[config.mk]
export PLATFORM = sky130hd
export DESIGN_NAME = uart_tx_arbiter
export DESIGN_NICKNAME = d
export VERILOG_FILES = /design/src/rtl/uart_tx_arbiter.sv
export SDC_FILE = /design/constraint.sdc
export NUM_CORES = 1
export LEC_CHECK = 0
export ABC_AREA = 1
export CAP_MARGIN = 20
export CORE_UTILIZATION = 25
export DETAILED_ROUTE_END_ITERATION = 6
export PLACE_DENSITY = 0.47
export SLEW_MARGIN = 10
export SYNTH_ARGS = -nofsm -noshare
export SYNTH_HDL_FRONTEND = slang
export SYNTH_SLANG_ARGS = --single-unit
[constraint.sdc]
create_clock -name clk -period 1.5 [get_ports clk]
set_input_delay 0.3 -clock clk [delete_from_list [all_inputs] [get_ports clk]]
set_output_delay 0.3 -clock clk [all_outputs]
set_load 0.05 [all_outputs]
[src/rtl/uart_tx_arbiter.sv]
// rtl/uart_tx_arbiter.sv - muxes several UART TX lines onto one TXD, switching owner only at idle
`timescale 1ns/1ps
module uart_tx_arbiter #(
  parameter  int NUM_CH      = 2,
  parameter  int BAUD_PERIOD = 4,
  parameter  int IDLE_BITS   = 10,
  parameter  int RESET_CH    = 0,
  localparam int CHW         = (NUM_CH > 2) ? $clog2(NUM_CH) : 1
) (
  input  logic              clk,
  input  logic              reset_n,
  input  logic [NUM_CH-1:0] tx_in,
  input  logic [CHW-1:0]    sel,
  input  logic              force_sw,
  output logic              TXD,
  output logic [CHW-1:0]    active_ch,
  output logic              switching,
  output logic              switch_done
);

  localparam int THRESH = IDLE_BITS * BAUD_PERIOD;
  localparam int IW     = $clog2(THRESH + 1);
  localparam int GW     = $clog2(BAUD_PERIOD + 1);
  localparam int SELN   = 1 << CHW;
  // Bit i set when sel value i names an existing channel.
  localparam logic [SELN-1:0] SEL_OK = {SELN{1'b1}} >> (SELN - NUM_CH);

  localparam logic [1:0] ST_PASS  = 2'd0;
  localparam logic [1:0] ST_DRAIN = 2'd1;
  localparam logic [1:0] ST_GUARD = 2'd2;

  logic [1:0]     state, state_nxt;
  logic [CHW-1:0] target, target_nxt, active_nxt;
  logic [IW-1:0]  idle_cnt, idle_nxt;
  logic [GW-1:0]  guard_cnt, guard_nxt;
  logic           txd_nxt, done_nxt;
  logic           owner_bit, sel_valid, idle_ok;

  assign owner_bit = tx_in[active_ch];
  assign sel_valid = SEL_OK[sel];
  assign idle_ok   = (idle_cnt >= IW'(THRESH));
  assign switching = (state != ST_PASS);

  always_comb begin
    state_nxt  = state;
    target_nxt = target;
    active_nxt = active_ch;
    guard_nxt  = guard_cnt;
    txd_nxt    = owner_bit;
    done_nxt   = 1'b0;
    if (!owner_bit)
      idle_nxt = '0;
    else if (idle_ok)
      idle_nxt = idle_cnt;
    else
      idle_nxt = idle_cnt + 1'b1;

    case (state)
      ST_PASS: begin
        if (sel_valid && (sel != active_ch)) begin
          target_nxt = sel;
          state_nxt  = ST_DRAIN;
        end
      end
      ST_DRAIN: begin
        if (sel_valid)
          target_nxt = sel;
        // A request back to the current owner cancels, even over force.
        if (sel_valid && (sel == active_ch)) begin
          state_nxt = ST_PASS;
        end else if (idle_ok || force_sw) begin
          active_nxt = sel_valid ? sel : target;
          idle_nxt   = '0;
          guard_nxt  = GW'(BAUD_PERIOD);
          state_nxt  = ST_GUARD;
        end
      end
      ST_GUARD: begin
        txd_nxt   = 1'b1;
        guard_nxt = guard_cnt - 1'b1;
        if (guard_cnt <= GW'(1)) begin
          state_nxt = ST_PASS;
          done_nxt  = 1'b1;
        end
      end
      default: state_nxt = ST_PASS;
    endcase
  end

  always_ff @(posedge clk or negedge reset_n) begin
    if (!reset_n) begin
      state       <= ST_PASS;
      TXD         <= 1'b1;
      active_ch   <= CHW'(RESET_CH);
      target      <= CHW'(RESET_CH);
      idle_cnt    <= '0;
      guard_cnt   <= '0;
      switch_done <= 1'b0;
    end else begin
      state       <= state_nxt;
      TXD         <= txd_nxt;
      active_ch   <= active_nxt;
      target      <= target_nxt;
      idle_cnt    <= idle_nxt;
      guard_cnt   <= guard_nxt;
      switch_done <= done_nxt;
    end
  end

endmodule

* Word level (Yosys, flattened, before mapping)
Index checks and enable logic that the tools add are counted.
Word-level totals: register bits after elaboration 15, bits of input ports 6, output and inout bits 4, word-level logic and storage cells 56
Cells by class: $add $sub $neg 2, magnitude comparators 4, equal/unequal tests 9, mux-type cells 22, bitwise operators 1, reduce and logical (&&, ||, !) cells 11
Operators by type and width (count):
- two-way mux 6 bit | 5
- AND reduction 3 bit | 3
- two-way mux 1 bit | 8
- two-way mux 2 bit | 4
- inequality test 2 bit (second input constant) | 4
- adder 6 x 1 -> 6 bit (second input constant) | 1
- greater-or-equal comparator 6 bit (second input constant) | 1
- two-way mux 3 bit | 2
- one-hot mux 2 bit (3 select lines) | 1
- one-hot mux 3 bit (2 select lines) | 1
- nonzero test 2 bit | 3
- < comparator 1 x 2 -> 1 bit (second input constant) | 2
- less-or-equal comparator 3 x 1 -> 1 bit (second input constant) | 1
- inequality test 3 bit (second input constant) | 1
- subtractor 3 x 1 -> 3 bit (second input constant) | 1
- == test 2 x 1 -> 1 bit (second input constant) | 1
- == test 2 bit (second input constant) | 1
- logical AND 1 bit | 2
- zero test 2 bit | 1
- one-hot mux 1 bit (2 select lines) | 1
- AND reduction 2 bit | 1
- == test 1 bit | 1
- logical OR 1 bit | 1
- inequality test 1 bit | 1
- NOT 1 bit | 1

* Depth between registers and ports, before layout
Gate-level depths: netlist of run 1.
word-level depth 6, gate-level depth with buffers 7, mapped depth without buffers 7

* Least setup slack after synthesis of run 1
OpenSTA, ideal clock, no wires.
kind register to register, start point reg active_ch, end point reg idle_cnt[5], library setup time 0.119 ns, arrival 1.257 ns, required time 1.381 ns, slack 0.123 ns, stages on the path, launching flop included 8, buffers on the path 0, clock period less this slack 1.377 ns, path through dfrtp_1 inv_1 nand2_1 nand2_1 nor2_2 nand2_4 nand2_4 nor2_2
On the way: cells in the longest elaborated chain, start to end 6, elaborated cells on any way between the ends 8
RTL lines:
- start: declaration | line 16 | output logic [CHW-1:0] active_ch,
- start signal: assignment | line 94 | active_ch <= CHW'(RESET_CH);
- start signal: assignment | line 102 | active_ch <= active_nxt;
- two-way mux 1 bit (implied by the code) (2 in a row) | line 39 | assign owner_bit = tx_in[active_ch];
- two-way mux 6 bit | line 51 | if (!owner_bit)
- two-way mux 6 bit | line 71 | end else if (idle_ok || force_sw) begin
- two-way mux 6 bit | line 69 | if (sel_valid && (sel == active_ch)) begin
- two-way mux 6 bit * | line 58 | case (state)
- via idle_nxt[5] | line 34 | logic [IW-1:0] idle_cnt, idle_nxt;
- end signal: assignment | line 104 | idle_cnt <= idle_nxt;
- end: declaration | line 34
Mark *: on every way through the listed nets, which the timed path passes. The rest lies on a longest branch. The select of a mux whose other input is x is not followed. A chain may end at the register's enable or synchronous reset.

* Worst setup path after layout of run 1
start point reg state[1], end point out switching
On the way: cells in the longest elaborated chain, start to end 1
RTL lines:
- start: declaration | line 32 | logic [1:0] state, state_nxt;
- start signal: assignment | line 100 | state <= state_nxt;
- nonzero test 2 bit | line 42 | assign switching = (state != ST_PASS);
- end: declaration | line 17 | output logic switching,
Every way passes these cells.

==> flow_summary.rst, run 1 <==
.. list-table::
   :header-rows: 1

   * - Metric
     - Value
   * - Final total negative setup slack
     - 0 ns
   * - Avg Synthesized Cell Area
     - 8.18 µm²
   * - WL per Instance
     - 8.43 µm
   * - Critical path cell sequence
     - inv_1 -> nand2_1 -> buf_12
   * - Data arrival time of the worst path
     - 1.03 ns
   * - Net count of the mapped netlist
     - 107
   * - Worst R2R Start
     - idle_cnt[4]$_DFF_PN0_
   * - Hold Vio Cnt, Final
     - 0
   * - CTS Buf Count
     - 3
   * - FMAX
     - 753 MHz
   * - Number of cells upsized or downsized after cts
     - 0
   * - Leading cell type in the layout, fill and taps excluded
     - nand2_1
   * - Largest fanout on the critical path
     - 4
   * - Number of buffers inserted by hold repair at cts
     - 0
   * - Max incr delay on CP
     - 0.37 ns
   * - Die height
     - 58.3 µm
   * - Floorplan Core Area
     - 3030 µm²
   * - Count of clock tree sinks
     - 14
   * - Total congestion overflow
     - 0
   * - Endpoint of the most critical register-to-register path
     - idle_cnt[4]$_DFF_PN0_
   * - Number of pins with negative max-slew slack in the final report
     - 0
   * - Internal reg-to-reg setup slack
     - 0.24 ns
   * - Share of the clock period used by the worst path after layout
     - 88.6%
   * - Fraction of final layout cells sized beyond drive strength 1
     - 20.7%
   * - Commonest non-fill, non-tap cells in the layout
     - nand2_1 (28), inv_1 (18), dfrtp_1 (13)
   * - Placement-stage cell area
     - 986 µm²
   * - Library cell used as clock root buffer
     - clkbuf_4
   * - Largest net degree at the start of global routing
     - 15
   * - Crit path max-delay family
     - flip-flops
   * - Die W
     - 58.3 µm
   * - CP Buf/Inv Count
     - 2
   * - Placer Congestion
     - 0.719
   * - Worst setup path category
     - flip-flop to output port
   * - Number of levels in the clock H-tree
     - 1
   * - Average vias per placed instance
     - 3.90
   * - Final Cell Area
     - 1020 µm²
   * - Worst min path class
     - input port to async pin
   * - Layout overhead on the synthesized area
     - 28.9%
   * - Post-DP HPWL
     - 999 µm
   * - Initial antenna violation count
     - 0
   * - Die footprint
     - 3400 µm²
   * - IR drop worst, VDD
     - 0.000921 V
   * - Worst R2R Path Depth
     - 5
   * - CP startpoint kind
     - flip-flop
   * - Total I/O pin count
     - 10
   * - Antenna cells
     - 0
   * - Total placed cells including tap cells
     - 151
   * - Final Routed Wirelength
     - 1.31 mm
   * - Vias in the first global route
     - 610
   * - Post-synthesis cell type count
     - 18
   * - Synth Register Bits
     - 14
   * - Number of buffers on the longest clock path
     - 2
   * - Unrepaired setup endpoints after global routing
     - no
   * - Required arrival time at the worst endpoint
     - 1.20 ns
   * - Overall track demand over capacity in global routing
     - 9.60%
   * - TritonCTS clock tree
     - built
   * - Transition time at the pin with the least slew margin
     - 0.339 ns
   * - Clock network latency to the later pin of the worst-skew pair
     - 0.28 ns
   * - Drt pass-1 iters
     - 4
   * - Hold_ws
     - 0.332 ns
   * - Shortest clock period the worst path allows after layout
     - 1.33 ns
   * - Final setup viols
     - 0
   * - Post-Route Skew
     - 0.00543 ns
   * - IO Port Bufs
     - 9
   * - Final nets
     - 122
   * - Global-route wire length before repair
     - 2.42 mm
   * - Crit path capture type
     - output port
   * - Final non-filler cell total
     - 155
   * - Total vias in the final route
     - 605
   * - Max_cap viols
     - 0
   * - Post-CTS Setup Repair Bufs
     - 0
   * - Drc violations
     - 0
   * - Cell count after synthesis
     - 97
   * - Initial drt markers
     - 27
   * - Remaining max-slew budget at the tightest pin
     - 77.3%
   * - Part of the Yosys area used for sequential elements
     - 44.3%
   * - Number of warnings reported in the yosys synthesis log
     - 0
   * - Row count
     - 20
   * - Synth Cell Area
     - 793 µm²
   * - End-of-flow core utilization
     - 33.8%
   * - Status
     - finished clean
   * - Static Leakage
     - 0.000515 µW
   * - Power per standard cell area
     - 1720 nW/µm²
   * - Count of nets left with antenna violations after detail routing
     - 0
   * - Clock-pin transition on the worst setup and hold timing paths
     - 0.08 ns
   * - Slowest library cell on the worst path
     - dfrtp_1
   * - Starting density of the core
     - 26.2%
==> report_power, final <==
| part | total (µW) | switching (µW) | internal (µW) |
|---|---|---|---|
| registers | 597 | 94.5 | 502 |
| logic | 890 | 515 | 375 |
| clock network | 268 | 120 | 148 |
| total | 1750 | 730 | 1020 |
==> worst max-delay path by stage <==
stage / cells after the start / endpoint / slack (ns) / startpoint
after CTS: 3 / switching / 0.15 / state[1]$_DFFE_PN0P_
after detailed placement: 8 / idle_cnt[4]$_DFF_PN0_ / 0.007 / sel
final: 3 / switching / 0.17 / state[1]$_DFFE_PN0P_
after global placement: 8 / idle_cnt[2]$_DFF_PN0_ / 0.03 / sel
after floorplan: 7 / idle_cnt[5]$_DFF_PN0_ / 0.12 / active_ch$_DFFE_PN0P_
after global routing: 3 / switching / 0.10 / state[1]$_DFFE_PN0P_
==> synthesized netlist by cell type, drive strengths merged <==
library cell | number | area share (%)
nand3b | 1 | 0.95
nor2 | 10 | 7.3
inv | 18 | 8.5
o21a | 1 | 0.95
nand4 | 1 | 0.79
ha | 4 | 6.3
dfstp | 1 | 3.3
nand3 | 9 | 5.7
a21oi | 1 | 0.63
a31oi | 1 | 0.79
nand2 | 31 | 18
o21ai | 3 | 3.3
xor2 | 2 | 2.2
dfrtp | 13 | 41
or2 | 1 | 0.79
==> state kept, by name, summed over array words and instances, names as in the netlist <==
signal and cells:
idle_cnt 6, switch_done 1, active_ch 1, state 2
guard_cnt 3, TXD 1
==> cells by family after synthesis <==
family                     after synthesis  synth area share [%]
AOI/OAI and AO/OA                        6                  5.68
xor gates and xnor gates                 2                  2.21
adders and majority gates                4                  6.31
buffers and inverters                   18                  8.52
DFF                                     14                  44.3
and+or+nand+nor                         53                  33.0
==> final cells by class <==
class / instances / area, µm²
Fill cell: 317 / 2010
Multi-Input combinational cell: 65 / 374
Sequential cell: 14 / 352
Timing Repair Buffer: 10 / 138
Inverter: 18 / 67.6
Tap cell: 44 / 55.1
Clock buffer: 4 / 36.3
==> metal layers <==
metal | GRT usage [%] | share of wire [%]
met1 | 12.0 | 48
met2 | 15.1 | 47
met3 | 4.62 | 5.1
met4 | 2.04 | 0
met5 | 0 | 0
==> through the flow <==
| stage | worst slack [ns] | total power, µW |
|---|---|---|
| 2_1_floorplan | 0.123 | 1170 |
| 3_3_place_gp | 0.0278 | 1510 |
| 3_5_place_dp | 0.00695 | 1500 |
| 4_1_cts | 0.149 | 1790 |
| 5_1_grt | 0.103 | 1910 |
| 6_report | 0.172 | 1750 |
No activity file was read; power rests on OpenSTA's default activity.
==> run 2: changes to the inputs <==
Clock period 1.5 ns to 1.3 ns, I/O delays scaled along.
==> flow_summary.rst, run 2 (same netlist as run 1, synthesis figures left out) <==
.. list-table::
   :header-rows: 1

   * - Metric
     - Value
   * - Floorplan Core Area
     - 3030 µm² (unchanged)
   * - Initial antenna violation count
     - 0 (unchanged)
   * - Total vias in the final route
     - 635 (was 605)
   * - Largest fanout on the critical path
     - 2 (was 4)
   * - Drt pass-1 iters
     - 4 (unchanged)
   * - Drc violations
     - 0 (unchanged)
   * - Flip-flop count of the largest register after layout
     - 6 (unchanged)
   * - Data arrival time of the worst path
     - 0.97 ns (was 1.03 ns)
   * - Worst setup path category
     - flip-flop to output port (unchanged)
   * - Antenna cells
     - 0 (unchanged)
   * - Placement-stage cell area
     - 1010 µm² (was 986 µm²)
   * - Final nets
     - 128 (was 122)
   * - Average vias per placed instance
     - 3.94 (was 3.90)
   * - Switching portion of total power
     - 41.7% (was 41.6%)
   * - FMAX
     - 814 MHz
   * - Count of nets left with antenna violations after detail routing
     - 0 (unchanged)
   * - Starting density of the core
     - 26.2% (unchanged)
   * - Register ranked first by flip-flop count
     - idle_cnt (unchanged)
   * - Max_cap viols
     - 0 (unchanged)
   * - Number of pins with negative max-slew slack in the final report
     - 0 (unchanged)
   * - Clock network latency to the later pin of the worst-skew pair
     - 0.28 ns (about the same)
   * - Clock-pin transition on the worst setup and hold timing paths
     - 0.09 ns (was 0.08 ns)
   * - Worst min path class
     - input port to async pin (unchanged)
   * - Placement-stage worst setup slack
     - -0.171 ns (was 0.00695 ns)
   * - Die footprint
     - 3400 µm² (unchanged)
   * - Total I/O pin count
     - 10 (unchanged)
   * - CTS Buf Count
     - 3 (unchanged)
   * - Power per standard cell area
     - 1970 nW/µm² (was 1720 nW/µm²)
   * - Die W
     - 58.3 µm (unchanged)
   * - Final setup viols
     - 0 (unchanged)
   * - Hold_ws
     - 0.289 ns (was 0.332 ns)
   * - Post-layout worst setup margin
     - 0.0721 ns (was 0.172 ns)
   * - Status
     - finished clean (unchanged)
   * - Final Routed Wirelength
     - 1.48 mm (was 1.31 mm)
   * - Sequential share of power
     - 32.7% (was 34.0%)
   * - WL per Instance
     - 9.20 µm (was 8.43 µm)
   * - Hold Vio Cnt, Final
     - 0 (unchanged)
   * - Die height
     - 58.3 µm (unchanged)
   * - Internal reg-to-reg setup slack
     - 0.14 ns (was 0.24 ns)
   * - Library cell used as clock root buffer
     - clkbuf_4 (unchanged)
   * - Number of buffers inserted by hold repair at cts
     - 0 (unchanged)
   * - Final Cell Area
     - 1070 µm² (was 1020 µm²)
   * - Row count
     - 20 (unchanged)
   * - Endpoint of the most critical register-to-register path
     - guard_cnt[1]$_DFFE_PN0P_ (was idle_cnt[4]$_DFF_PN0_)
   * - Final non-filler cell total
     - 161 (was 155)
   * - IO Port Bufs
     - 9 (unchanged)
   * - Remaining max-slew budget at the tightest pin
     - 85.9% (was 77.3%)
   * - Transition time at the pin with the least slew margin
     - 0.211 ns (was 0.339 ns)
   * - Crit path capture type
     - output port (unchanged)
   * - IR drop worst, VDD
     - 0.000704 V (was 0.000921 V)
   * - Largest net degree at the start of global routing
     - 15 (unchanged)
   * - CP startpoint kind
     - flip-flop (unchanged)
   * - Unrepaired setup endpoints after global routing
     - no (unchanged)
   * - Commonest non-fill, non-tap cells in the layout
     - nand2_1 (27), inv_1 (17), dfrtp_1 (12) (was nand2_1 (28), inv_1 (18), dfrtp_1 (13))
   * - Worst R2R Path Depth
     - 4 (was 5)
   * - Required arrival time at the worst endpoint
     - 1.04 ns (was 1.20 ns)
   * - Shortest clock period the worst path allows after layout
     - 1.23 ns
   * - Share of power burned in the clock network
     - 14.8% (was 15.3%)
   * - Leading cell type in the layout, fill and taps excluded
     - nand2_1 (unchanged)
   * - Worst R2R Start
     - guard_cnt[0]$_DFFE_PN0P_ (was idle_cnt[4]$_DFF_PN0_)
   * - Post-Route Skew
     - 0.00547 ns (was 0.00543 ns)
   * - Total placed cells including tap cells
     - 154 (was 151)
   * - Total congestion overflow
     - 0 (unchanged)
   * - Number of buffers on the longest clock path
     - 2 (unchanged)
   * - Initial drt markers
     - 32 (was 27)
   * - Power dissipated by switching net loads
     - 878 µW (was 730 µW)
   * - Post-DP HPWL
     - 1.08 mm (was 999 µm)
   * - Placer Congestion
     - 0.762 (was 0.719)
   * - Final total negative setup slack
     - 0 ns (unchanged)
   * - Static Leakage
     - 0.000543 µW (was 0.000515 µW)
   * - Share of the clock period used by the worst path after layout
     - 94.5%
   * - Fraction of final layout cells sized beyond drive strength 1
     - 27.4% (was 20.7%)
   * - Layout overhead on the synthesized area
     - 35.0% (was 28.9%)
   * - Global-route wire length before repair
     - 2.48 mm (was 2.42 mm)
   * - TritonCTS clock tree
     - built (unchanged)
   * - Vias in the first global route
     - 605 (was 610)
   * - Comb pwr share
     - 52.4% (was 50.7%)
   * - Overall track demand over capacity in global routing
     - 9.44% (was 9.60%)
   * - Count of clock tree sinks
     - 14 (unchanged)
   * - Largest registers
     - idle_cnt x6, guard_cnt x3, state x2 (unchanged)
   * - Number of levels in the clock H-tree
     - 1 (unchanged)
   * - Cell internal pwr
     - 1230 µW (was 1020 µW)
==> run 2: changes by cell type in the layout (fill, tap and decap cells not counted) <==
cell | previous run | this run
dfrtp_2 | 0 | 1
inv_2 | 0 | 1
inv_1 | 18 | 17
buf_4 | 1 | 7
nand2_1 | 28 | 27
nand2_2 | 0 | 1
dfrtp_1 | 13 | 12
==> run 2: through the flow <==
| step | utilization, % | total power [µW] |
|---|---|---|
| final | 35.4 | 2100 |
| after global routing | 35.4 | 2260 |
| after CTS | 34.5 | 2110 |
| after detailed placement | 33.3 | 1760 |
| after global placement | 33.3 | 1760 |
| after floorplan | - | 1350 |
==> run 2: repair_timing <==
action,CTS,global route
pin swaps,0,1
resized for setup,1,1
endpoints found under the setup margin,1,5
buffers inserted,0,3
==> run 2: area by class of cell <==
class,count,area [µm²]
flip-flops and latches,14,353
fillers,329,1960
well taps,44,55.1
repair buffers,16,183
multi-input cells,65,377
clock buffers,4,36.3
inverters,18,67.6
==> run 2: worst max-delay path: stages, from the launching register on <==
cell	delay, ns
dfrtp_1	0.39
inv_1	0.09
nand2_2	0.07
buf_12	0.15
==> run 2: how the worst max path moves through the flow <==
stage | start | end | slack (ns) | cells after the start
floorplan | active_ch$_DFFE_PN0P_ | idle_cnt[5]$_DFF_PN0_ | 0.08 | 7
global placement | sel | idle_cnt[5]$_DFF_PN0_ | -0.12 | 8
detailed placement | sel | idle_cnt[5]$_DFF_PN0_ | -0.17 | 8
CTS | state[0]$_DFFE_PN0P_ | switching | 0.009 | 3
global route | state[1]$_DFFE_PN0P_ | switching | 0.01 | 3
finish | state[0]$_DFFE_PN0P_ | switching | 0.07 | 3
==> run 2: power groups by stage <==
stage               sequential (µW)  combinational [µW]  clock, µW
finish                          689                1100        312
global route                    704                1210        340
CTS                             697                1080        328
detailed placement              700                1060          0
global placement                702                1060          0
floorplan                       788                 567          0
==> run 2: per-layer routing <==
layer  wire, µm  part of all wire, %  GRT usage [%]  vias up
met5          0                    0              0        -
met4          4                 0.27           1.02        0
met3         59                  4.0           3.74        2
met2        722                   49           16.4        9
met1        696                   47           11.4      292
li1           -                    -              -      332
==> run 3: changes to the inputs <==
Settings changed: ABC_AREA 1 to default, GPL_ROUTABILITY_DRIVEN from default to 0, PLACE_DENSITY 0.47 to 0.49.
Clock period 1.3 ns to 1 ns, I/O delays scaled along.
==> flow_summary.rst, run 3 <==
.. list-table::
   :header-rows: 1

   * - Metric
     - Value
   * - Synth Cell Area
     - 727 µm² (was 793 µm²)
   * - Drc violations
     - 0 (unchanged)
   * - Status
     - complete, but fails checks (was finished clean)
   * - Fraction of met3 tracks used by global routing
     - 2.09% (was 3.74%)
   * - Antenna cells
     - 0 (unchanged)
   * - Final Routed Wirelength
     - 1.66 mm (was 1.48 mm)
   * - Avg Synthesized Cell Area
     - 10.8 µm² (was 8.18 µm²)
   * - Final nets
     - 115 (was 128)
   * - Met1 track demand over resource
     - 15.7% (was 11.4%)
   * - Initial antenna violation count
     - 0 (unchanged)
   * - Met2 Usage GRT
     - 18.8% (was 16.4%)
   * - Power dissipated by switching net loads
     - 1240 µW (was 878 µW)
   * - Async SR Flop Fraction
     - 100% (unchanged)
   * - Global-route wire length before repair
     - 2.85 mm (was 2.48 mm)
   * - IR drop worst, VDD
     - 0.00188 V (was 0.000704 V)
   * - Drt pass-1 iters
     - 4 (unchanged)
   * - Clock network latency to the later pin of the worst-skew pair
     - 0.28 ns (about the same)
   * - Total placed cells including tap cells
     - 127 (was 154)
   * - Post-Route Skew
     - 0.00916 ns (was 0.00547 ns)
   * - Data arrival time of the worst path
     - 1.18 ns (was 0.97 ns)
   * - Dominant combinational cell family by area after synthesis
     - compound AO/OA/AOI/OAI gates (was simple AND/OR/NAND/NOR gates)
   * - Die W
     - 55.9 µm (was 58.3 µm)
   * - Total vias in the final route
     - 637 (was 635)
   * - Hold Vio Cnt, Final
     - 0 (unchanged)
   * - Sequential share of power
     - 27.6% (was 32.7%)
   * - Commonest register cell after synthesis
     - dfrtp_1 (unchanged)
   * - Starting density of the core
     - 26.4% (was 26.2%)
   * - Biggest area consumer among synthesized cells
     - dfrtp_1 (unchanged)
   * - Die footprint
     - 3130 µm² (was 3400 µm²)
   * - Worst setup path category
     - flip-flop to output port (unchanged)
   * - Count of clock tree sinks
     - 14 (unchanged)
   * - Register ranked first by flip-flop count
     - idle_cnt (unchanged)
   * - Fraction of final layout cells sized beyond drive strength 1
     - 48.1% (was 27.4%)
   * - Top-count cell post-synth
     - dfrtp_1 (was nand2_1)
   * - Crit path capture type
     - output port (unchanged)
   * - Compound-gate portion of the synthesized area
     - 17.2% (was 5.68%)
   * - Cell internal pwr
     - 2080 µW (was 1230 µW)
   * - Initial drt markers
     - 9 (was 32)
   * - FMAX
     - 725 MHz
   * - Switching portion of total power
     - 37.3% (was 41.7%)
   * - Static Leakage
     - 0.000542 µW (was 0.000543 µW)
   * - Layer with the highest usage after global routing
     - met2 (unchanged)
   * - Comb pwr share
     - 59.9% (was 52.4%)
   * - Final setup viols
     - 17 (was 0)
   * - Post-DP HPWL
     - 1.23 mm (was 1.08 mm)
   * - Share of the clock period used by the worst path after layout
     - 138%
   * - Vias in the first global route
     - 651 (was 605)
   * - Simple logic cell fraction of the synthesized area
     - 16.4% (was 33.0%)
   * - Leading cell type in the layout, fill and taps excluded
     - buf_4 (was nand2_1)
   * - Number of buffers inserted by hold repair at cts
     - 0 (unchanged)
   * - CTS Buf Count
     - 3 (unchanged)
   * - Post-synthesis cell type count
     - 28 (was 18)
   * - End-of-flow core utilization
     - 44.2% (was 35.4%)
   * - Share of power burned in the clock network
     - 12.5% (was 14.8%)
   * - Fraction of synthesized cell area taken by the top area cell type
     - 44.8% (was 41.0%)
   * - Commonest non-fill, non-tap cells in the layout
     - buf_4 (14), dfrtp_1 (12), buf_6 (10) (was nand2_1 (27), inv_1 (17), dfrtp_1 (12))
   * - Row count
     - 19 (was 20)
   * - Required arrival time at the worst endpoint
     - 0.80 ns (was 1.04 ns)
   * - Net count of the mapped netlist
     - 77 (was 107)
   * - WL per Instance
     - 12.3 µm (was 9.20 µm)
   * - Largest net degree at the start of global routing
     - 11 (was 15)
   * - Library cell used as clock root buffer
     - clkbuf_4 (unchanged)
   * - Number of levels in the clock H-tree
     - 1 (unchanged)
   * - Main area contributors after synthesis
     - dfrtp_1 (45%), ha_1 (6.9%), o211ai_1 (4.1%), dfstp_2 (3.6%), a21oi_1 (3.4%) (was dfrtp_1 (41%), nand2_1 (13%), inv_1 (8.5%), ha_1 (6.3%), nor2_2 (6.3%))
   * - Total I/O pin count
     - 10 (unchanged)
   * - Largest fanout on the critical path
     - 2 (unchanged)
   * - Part of the Yosys area used for sequential elements
     - 48.4% (was 44.3%)
   * - Shortest clock period the worst path allows after layout
     - 1.38 ns
   * - Die height
     - 55.9 µm (was 58.3 µm)
   * - Synthesized-area fraction occupied by adder cells
     - 6.88% (was 6.31%)
   * - TritonCTS clock tree
     - built (unchanged)
   * - Count of nets left with antenna violations after detail routing
     - 0 (unchanged)
   * - IO Port Bufs
     - 9 (unchanged)
   * - Failing checks
     - setup timing
   * - Synth Register Bits
     - 14 (unchanged)
   * - Overall track demand over capacity in global routing
     - 11.8% (was 9.44%)
   * - Number of pins with negative max-slew slack in the final report
     - 0 (unchanged)
   * - Number of buffers on the longest clock path
     - 2 (unchanged)
   * - Count of flip-flops with a built-in enable after synthesis
     - 0 (unchanged)
   * - Number of warnings reported in the yosys synthesis log
     - 0 (unchanged)
   * - Power per standard cell area
     - 2720 nW/µm² (was 1970 nW/µm²)
   * - Remaining max-slew budget at the tightest pin
     - 85.1% (was 85.9%)
   * - CP startpoint kind
     - flip-flop (unchanged)
   * - Total congestion overflow
     - 0 (unchanged)
   * - Post-layout worst setup margin
     - -0.379 ns (was 0.0721 ns)
   * - Transition time at the pin with the least slew margin
     - 0.223 ns (was 0.211 ns)
   * - Xor/xnor cell area share of the yosys netlist
     - 4.65% (was 2.21%)
   * - Flip-flop count of the largest register after layout
     - 6 (unchanged)
   * - Unrepaired setup endpoints after global routing
     - yes (was no)
   * - Worst min path class
     - input port to async pin (unchanged)
   * - Average vias per placed instance
     - 4.72 (was 3.94)
   * - Cell count after synthesis
     - 67 (was 97)
   * - Final non-filler cell total
     - 135 (was 161)
   * - Clock-pin transition on the worst setup and hold timing paths
     - 0.10 ns (was 0.09 ns)
   * - Largest registers
     - idle_cnt x6, guard_cnt x3, state x2 (unchanged)
   * - Layout overhead on the synthesized area
     - 67.8% (was 35.0%)
   * - Max_cap viols
     - 0 (unchanged)
   * - Top cells by count, synth
     - dfrtp_1 (13), inv_1 (6), a21oi_1 (5), ha_1 (4), o211ai_1 (4) (was nand2_1 (28), inv_1 (18), dfrtp_1 (13), nand3_1 (9), nor2_2 (8))
   * - Floorplan Core Area
     - 2760 µm² (was 3030 µm²)
   * - Share of synthesized area spent on multiplexers
     - 3.44% (was 0%)
==> run 3: worst paths after layout <==
path,cells past startpoint,from,slack [ns],end
worst max register to register,4,active_ch$_DFFE_PN0P_,-0.35,active_ch$_DFFE_PN0P_
max in group asynchronous,2,reset_n,0.59,TXD$_DFF_PN1_
worst min register to register,2,guard_cnt[2]$_DFFE_PN0P_,0.54,guard_cnt[2]$_DFFE_PN0P_
worst min-delay path,2,reset_n,0.21,idle_cnt[4]$_DFF_PN0_
worst max-delay path,3,state[1]$_DFFE_PN0P_,-0.38,switching
min in group clk,2,guard_cnt[2]$_DFFE_PN0P_,0.54,guard_cnt[2]$_DFFE_PN0P_
==> run 3: critical path: stages, from the launching register on <==
cell	delay, ns
dfrtp_1	0.39
buf_6	0.12
or2_4	0.24
buf_8	0.15
==> run 3: what timing repair did <==
action | CTS | global route
setup buffers | 3 | 1
pin swaps | 10 | 7
setup endpoints to repair | 18 | 18
endpoints found under the hold margin | 0 | 0
resized for setup | 20 | 5
==> run 3: power groups by stage <==
stage          registers [µW]  clock network (µW)  logic, µW
2_1_floorplan            1080                   0        683
3_3_place_gp              930                   0       1560
3_5_place_dp              936                   0       1580
4_1_cts                   913                 442       1930
5_1_grt                   941                 453       2110
6_report                  918                 414       1990
==> run 3: final cells by class <==
type                            count  area, µm²
Clock buffer                        4       36.3
Fill cell                         275       1540
Tap cell                           31       38.8
Sequential cell                    14        353
Multi-Input combinational cell     47        427
Timing Repair Buffer               33        343
Inverter                            6       22.5
==> run 3: kinds of logic after synthesis <==
kind of cell | Yosys count
adder cells (fa/ha/maj) | 4
AND/OR/NAND/NOR | 21
buffers and inverters | 6
flip-flops | 14
multiplexers | 2
AO/OA/AOI/OAI | 17
XOR/XNOR | 3
==> run 3: metrics by stage <==
step | hold slack (ns) | setup slack, ns | power, µW | TNS (ns) | area (µm²)
after floorplan | -0.0956 | -0.485 | 1770 | -3.18 | 742
after global placement | 0.508 | -0.523 | 2490 | -5.78 | 1050
after detailed placement | 0.504 | -0.551 | 2520 | -6.04 | 1050
after CTS | 0.193 | -0.396 | 3290 | -4.03 | 1200
after global routing | 0.225 | -0.425 | 3510 | -4.72 | 1220
final | 0.206 | -0.379 | 3320 | -4.08 | 1220
==> run 3: per-layer routing <==
metal  share of wire [%]  routed length [µm]  vias to the layer above
li1                    -                   -                      317
met1                  46                 764                      308
met2                  50                 822                       10
met3                 3.2                  53                        2
met4                0.97                  16                        0
met5                   0                   0                        -
